## config.mk

```make
export PLATFORM = sky130hd
export DESIGN_NAME = mmio_periph
export DESIGN_NICKNAME = d
export VERILOG_FILES = /design/src/rtl/mmio_periph.sv
export SDC_FILE = /design/constraint.sdc
export NUM_CORES = 1
export LEC_CHECK = 0
export ABC_AREA = 1
export CAP_MARGIN = 20
export CORE_ASPECT_RATIO = 1.75
export CORE_MARGIN = 2
export CORE_UTILIZATION = 40
export CTS_CLUSTER_SIZE = 10
export DETAILED_ROUTE_END_ITERATION = 6
export DONT_BUFFER_PORTS = 1
export HOLD_SLACK_MARGIN = 0.02
export PLACE_DENSITY = 0.54
export SLEW_MARGIN = 20
export SYNTH_ARGS = -nofsm -noshare
export SYNTH_HDL_FRONTEND = slang
export SYNTH_SLANG_ARGS = --single-unit
```

## constraint.sdc

```tcl
create_clock -name clk -period 1.7 [get_ports clk]
set_clock_uncertainty 0.05 [all_clocks]
set_input_delay 0.17 -clock clk [delete_from_list [all_inputs] [get_ports clk]]
set_output_delay 0.17 -clock clk [all_outputs]
set_load 0.01 [all_outputs]
```

## src/rtl/mmio_periph.sv

```systemverilog
// rtl/mmio_periph.sv - memory-mapped LED/HEX/KEY/SW/timer peripheral for the RISC-V data bus
module mmio_periph #(
  parameter int IO_BIT          = 8,
  parameter int LED_W           = 10,
  parameter int NUM_HEX         = 6,
  parameter int KEY_W           = 4,
  parameter int SW_W            = 10,
  parameter int DEBOUNCE_CYCLES = 4
) (
  input  logic                   clk,
  input  logic                   reset,
  input  logic [31:0]            addr,
  input  logic [31:0]            writedata,
  input  logic [3:0]             writemask,
  input  logic                   memwrite,
  output logic [31:0]            readdata,
  output logic                   isIO,
  output logic [LED_W-1:0]       LEDR,
  output logic [4*NUM_HEX-1:0]   hex_digits,
  input  logic [KEY_W-1:0]       KEY,
  input  logic [SW_W-1:0]        SW
);

  localparam int HEX_W = 4 * NUM_HEX;
  localparam int CNT_W = $clog2(DEBOUNCE_CYCLES + 1);

  logic [5:0]       sel_raw, sel;
  logic             wr;
  logic [31:0]      bmask, wd_masked;
  logic [31:0]      led_ext, hex_ext, key_ext, sw_ext, evt_ext;
  logic [31:0]      led_new, hex_new;
  logic [31:0]      timer;
  logic [KEY_W-1:0] key_s1, key_s2, key_deb, key_deb_nx;
  logic [KEY_W-1:0] key_evt, key_evt_nx, evt_set, evt_clr;
  logic [SW_W-1:0]  sw_s1, sw_s2;
  logic [CNT_W-1:0] key_cnt    [KEY_W];
  logic [CNT_W-1:0] key_cnt_nx [KEY_W];
  logic             unused_bits;

  assign isIO    = addr[IO_BIT];
  assign sel_raw = addr[7:2];
  // Isolate the lowest set select bit so overlapping selects resolve deterministically.
  assign sel     = sel_raw & (~sel_raw + 6'd1);
  assign wr      = memwrite & isIO & (|sel_raw);

  assign bmask     = {{8{writemask[3]}}, {8{writemask[2]}}, {8{writemask[1]}}, {8{writemask[0]}}};
  assign wd_masked = writedata & bmask;

  always_comb begin
    led_ext = '0;
    hex_ext = '0;
    key_ext = '0;
    sw_ext  = '0;
    evt_ext = '0;
    led_ext[LED_W-1:0] = LEDR;
    hex_ext[HEX_W-1:0] = hex_digits;
    key_ext[KEY_W-1:0] = key_deb;
    sw_ext[SW_W-1:0]   = sw_s2;
    evt_ext[KEY_W-1:0] = key_evt;
  end

  assign led_new = (led_ext & ~bmask) | wd_masked;
  assign hex_new = (hex_ext & ~bmask) | wd_masked;

  always_comb begin
    key_deb_nx = key_deb;
    for (int i = 0; i < KEY_W; i++) begin
      key_cnt_nx[i] = '0;
      if (key_s2[i] != key_deb[i]) begin
        if (key_cnt[i] == CNT_W'(DEBOUNCE_CYCLES - 1))
          key_deb_nx[i] = key_s2[i];
        else
          key_cnt_nx[i] = key_cnt[i] + 1'b1;
      end
    end
  end

  // Set beats clear so a press landing on a W1C write is never lost.
  assign evt_set    = key_deb & ~key_deb_nx;
  assign evt_clr    = (wr && sel[4]) ? wd_masked[KEY_W-1:0] : '0;
  assign key_evt_nx = (key_evt & ~evt_clr) | evt_set;

  always_comb begin
    readdata = '0;
    if (isIO) begin
      if (sel[0])      readdata = led_ext;
      else if (sel[1]) readdata = hex_ext;
      else if (sel[2]) readdata = key_ext;
      else if (sel[3]) readdata = sw_ext;
      else if (sel[4]) readdata = evt_ext;
      else if (sel[5]) readdata = timer;
    end
  end

  always_ff @(posedge clk) begin
    if (reset) begin
      LEDR       <= '0;
      hex_digits <= '0;
      key_s1     <= '1;
      key_s2     <= '1;
      key_deb    <= '1;
      key_evt    <= '0;
      sw_s1      <= '0;
      sw_s2      <= '0;
      timer      <= '0;
      for (int i = 0; i < KEY_W; i++) key_cnt[i] <= '0;
    end else begin
      if (wr && sel[0]) LEDR       <= led_new[LED_W-1:0];
      if (wr && sel[1]) hex_digits <= hex_new[HEX_W-1:0];
      key_s1  <= KEY;
      key_s2  <= key_s1;
      key_deb <= key_deb_nx;
      key_evt <= key_evt_nx;
      sw_s1   <= SW;
      sw_s2   <= sw_s1;
      timer   <= (wr && sel[5]) ? 32'd0 : timer + 32'd1;
      for (int i = 0; i < KEY_W; i++) key_cnt[i] <= key_cnt_nx[i];
    end
  end

  assign unused_bits = ^{addr, led_new, hex_new};

endmodule
```

==> summary.txt <==
Outcome
  • Status: finished, final reports clean

Placed design
  • Final GP Congestion: 0.881
  • DP Cell Count: 982
  • Pre-CTS WS: 0.178 ns
  • Hpwl dp: 11800 um
  • PortBufs: 0

Drt
  • Vias after detailed routing: 5159
  • Post-DR wirelength/cell: 14.9 um
  • Number of remaining DRC errors: 0
  • Vias per inst: 4.88
  • Starting DRT DRC Count: 220
  • Drt first pass iters: 4
  • Antenna viol nets, final: 0
  • Final wirelength: 15700 um

Hold path
  • Worst min path class: in2reg
  • Hold Path Stages: 3

GRT
  • GRT met1 Usage: 0.207
  • Vias in the first global route: 5125
  • Tot GR Track Use: 0.223
  • Met2 Usage GRT: 0.437
  • M3 GR Usage: 0.0600
  • GRT Max-Usage Layer: met2
  • Wire length of the first global-routing pass: 24800 um
  • Total gr overflow: 0
  • Initial antenna violation count: 0
  • Largest net degree at the start of global routing: 33

Synthesis
  • Syn avg cell area: 6.79 sq um
  • Yosys warns: 0
  • Ys async rst share: 0
  • Compound-cell area share of the yosys netlist: 0.102
  • Syn Std Cell Area: 0.00544 sq mm
  • Post-synth EDFFs: 0
  • Post-synthesis cell type count: 34
  • Synthesis-stage register bit count: 114
  • Syn Inst Count: 800
  • Xor and xnor area share after synthesis: 0.00806
  • Synthesized Nets: 894
  • Post-synthesis sequential area ratio: 0.420
  • Top FF cell, synth: dfxtp_1
  • Largest family of logic cells by synthesized area: simple AND/OR/NAND/NOR gates
  • Adder-Cell Fraction of Synth Area: 0.0207
  • Simple-gate share of the synthesized area: 0.341
  • Share of synthesized area spent on multiplexers: 0

Clocking
  • TritonCTS clock tree: done
  • Clock sink count: 114
  • Clk Tree Root Cell: clkbuf_16
  • Clk pin slew, worst setup/hold paths: 0.06 ns
  • # Post-CTS Setup Buffers: 0
  • Clk_lat worst skew: 0.42 ns
  • Clock buffer count from CTS: 17
  • H-tree Lvls: 4
  • Clk buf depth: 2

Worst setup path
  • CP max FO: 2
  • Critical-path top delay cell: dfxtp_2
  • Critical path class: reg2out
  • Critical Path RT: 1.48 ns
  • Slowest cell delay on critical path: 0.36 ns
  • CP Launch Type: register
  • Critical Path AT: 1.43 ns
  • Crit end category: primary output
  • Reg2reg path depth: 5
  • Ordered cell list for the critical path: inv_2, o22ai_2, buf_4, o21ai_1, o21ai_1, buf_4

Cells and area
  • Nets: 965
  • Fillers: 1380
  • Flip-flop and latch area: 0.00229 sq mm
  • Layout Cells excl Fill: 1058
  • Layout cells sized above 1: 0.124
  • Final core utilization: 0.512
  • Commonest cells after routing, fill and taps aside: nand2_1, nor2_1, inv_1
  • Multi-input combinational cell area: 0.00259 sq mm
  • Most common cell after layout, fill and taps aside: nand2_1
  • Area growth syn-to-layout: 25.5%
  • Diode count: 0

Floorplanning
  • Die Width: 92.1 um
  • Die area: 0.0146 sq mm
  • Starting Density: 0.408
  • Ports: 152
  • Die H: 158 um
  • FP Rows: 56
  • CORE AREA: 0.0133 sq mm

STA
  • Minimum clock period: 1.65 ns
  • RSZ-0062 raised after global routing: no
  • Final Setup Violations: 0
  • Setup TNS: 0 ns
  • Fin. max-slew vios: 0
  • F_max: 0.607 GHz
  • Final count of hold timing violations: 0
  • Final WS setup: 0.0514 ns
  • Worst-margin pin slew: 0.526 ns
  • Period utilisation layout: 0.970
  • Slew margin rel.: 0.650

Power
  • VDD IR max: 0.677 mV
  • P per Cell Area: 971 mW/mm^2
  • Total chip power: 6.62 mW
  • Leak: 2.72 nW

Flow run
  • Max-cap violations: 0
-- routing by layer --
layer,part of all wire,vias up
met5,0,-
met1,0.35,2346
li1,-,2643
met3,0.047,37
met4,0.038,0
met2,0.56,133
-- kinds of logic (layout without fill, tap and decap cells) --
family / count (synthesis) / count (layout)
flops: 114 / 114
simple gates: 431 / 431
fa+ha+maj: 9 / 9
buf+inv: 143 / 227
xor+xnor: 5 / 5
compound gates: 98 / 98
-- final cells by class --
cell class                 count  area share
multi-input combinational    543       0.380
clock buffer                  19      0.0664
inverter                     119      0.0661
sequential                   114       0.336
tap                          174      0.0319
timing repair buffer          76       0.101
clock inverter                13      0.0189
-- Yosys cell counts, types with 3 or more instances --
cell	instances	share of area
o21ai_0	22	0.020
dfxtp_1	114	0.42
o22ai_1	5	0.0058
nand2_1	191	0.13
nor3_1	7	0.0064
inv_1	115	0.079
xor2_1	3	0.0048
a22oi_1	7	0.0097
nand3_1	30	0.028
or2_2	16	0.018
o221ai_1	4	0.0064
nand4_4	4	0.016
nor2_1	163	0.11
o211ai_1	8	0.011
buf_2	3	0.0028
buf_4	8	0.011
a21oi_1	45	0.041
o21ai_1	4	0.0037
nand4_1	11	0.013
nor2_2	3	0.0035
ha_1	9	0.021
clkbuf_1	11	0.0076
-- per-stage QoR --
step	hold WS [ns]	cell area, sq um
after floorplan	0.224	5440
final	0.0391	6820
after global routing	0.0528	6820
after global placement	0.194	5770
after detailed placement	0.196	5770
after CTS	0.0251	6800
-- power breakdown --
| group | internal (mW) | switching [mW] | total (mW) |
|---|---|---|---|
| Sequential | 2.74 | 0.0500 | 2.79 |
| Clock | 2.10 | 1.35 | 3.46 |
| Combinational | 0.165 | 0.213 | 0.378 |
| Total | 5.00 | 1.62 | 6.62 |
-- timing repair --
item,4_1_cts,5_1_grt
setup endpoints to repair,3,6
resized for setup,9,9
endpoints found under the hold margin,66,0
hold buffers,44,0
pin swaps,2,1
-- worst max-delay path, delay by kind of cell (launching register included) --
kind / cells / cell delay [ns]
compound gates: 3 / 0.30
buf+inv: 3 / 0.35
flops: 1 / 0.36
-- worst paths after layout --
| kind | start | to | slack (ns) |
|---|---|---|---|
| worst max-delay path | register | readdata[9] | 0.05 |
| worst min-delay path | writemask[1] | register | 0.04 |
| worst min register to register | sw_s1[4]$_SDFF_PP0_ | sw_s2[4]$_SDFF_PP0_ | 0.35 |
| worst max register to register | timer[3]$_SDFF_PP0_ | timer[11]$_SDFF_PP0_ | 0.17 |
Note: power is estimated with default switching activity, not from simulation.
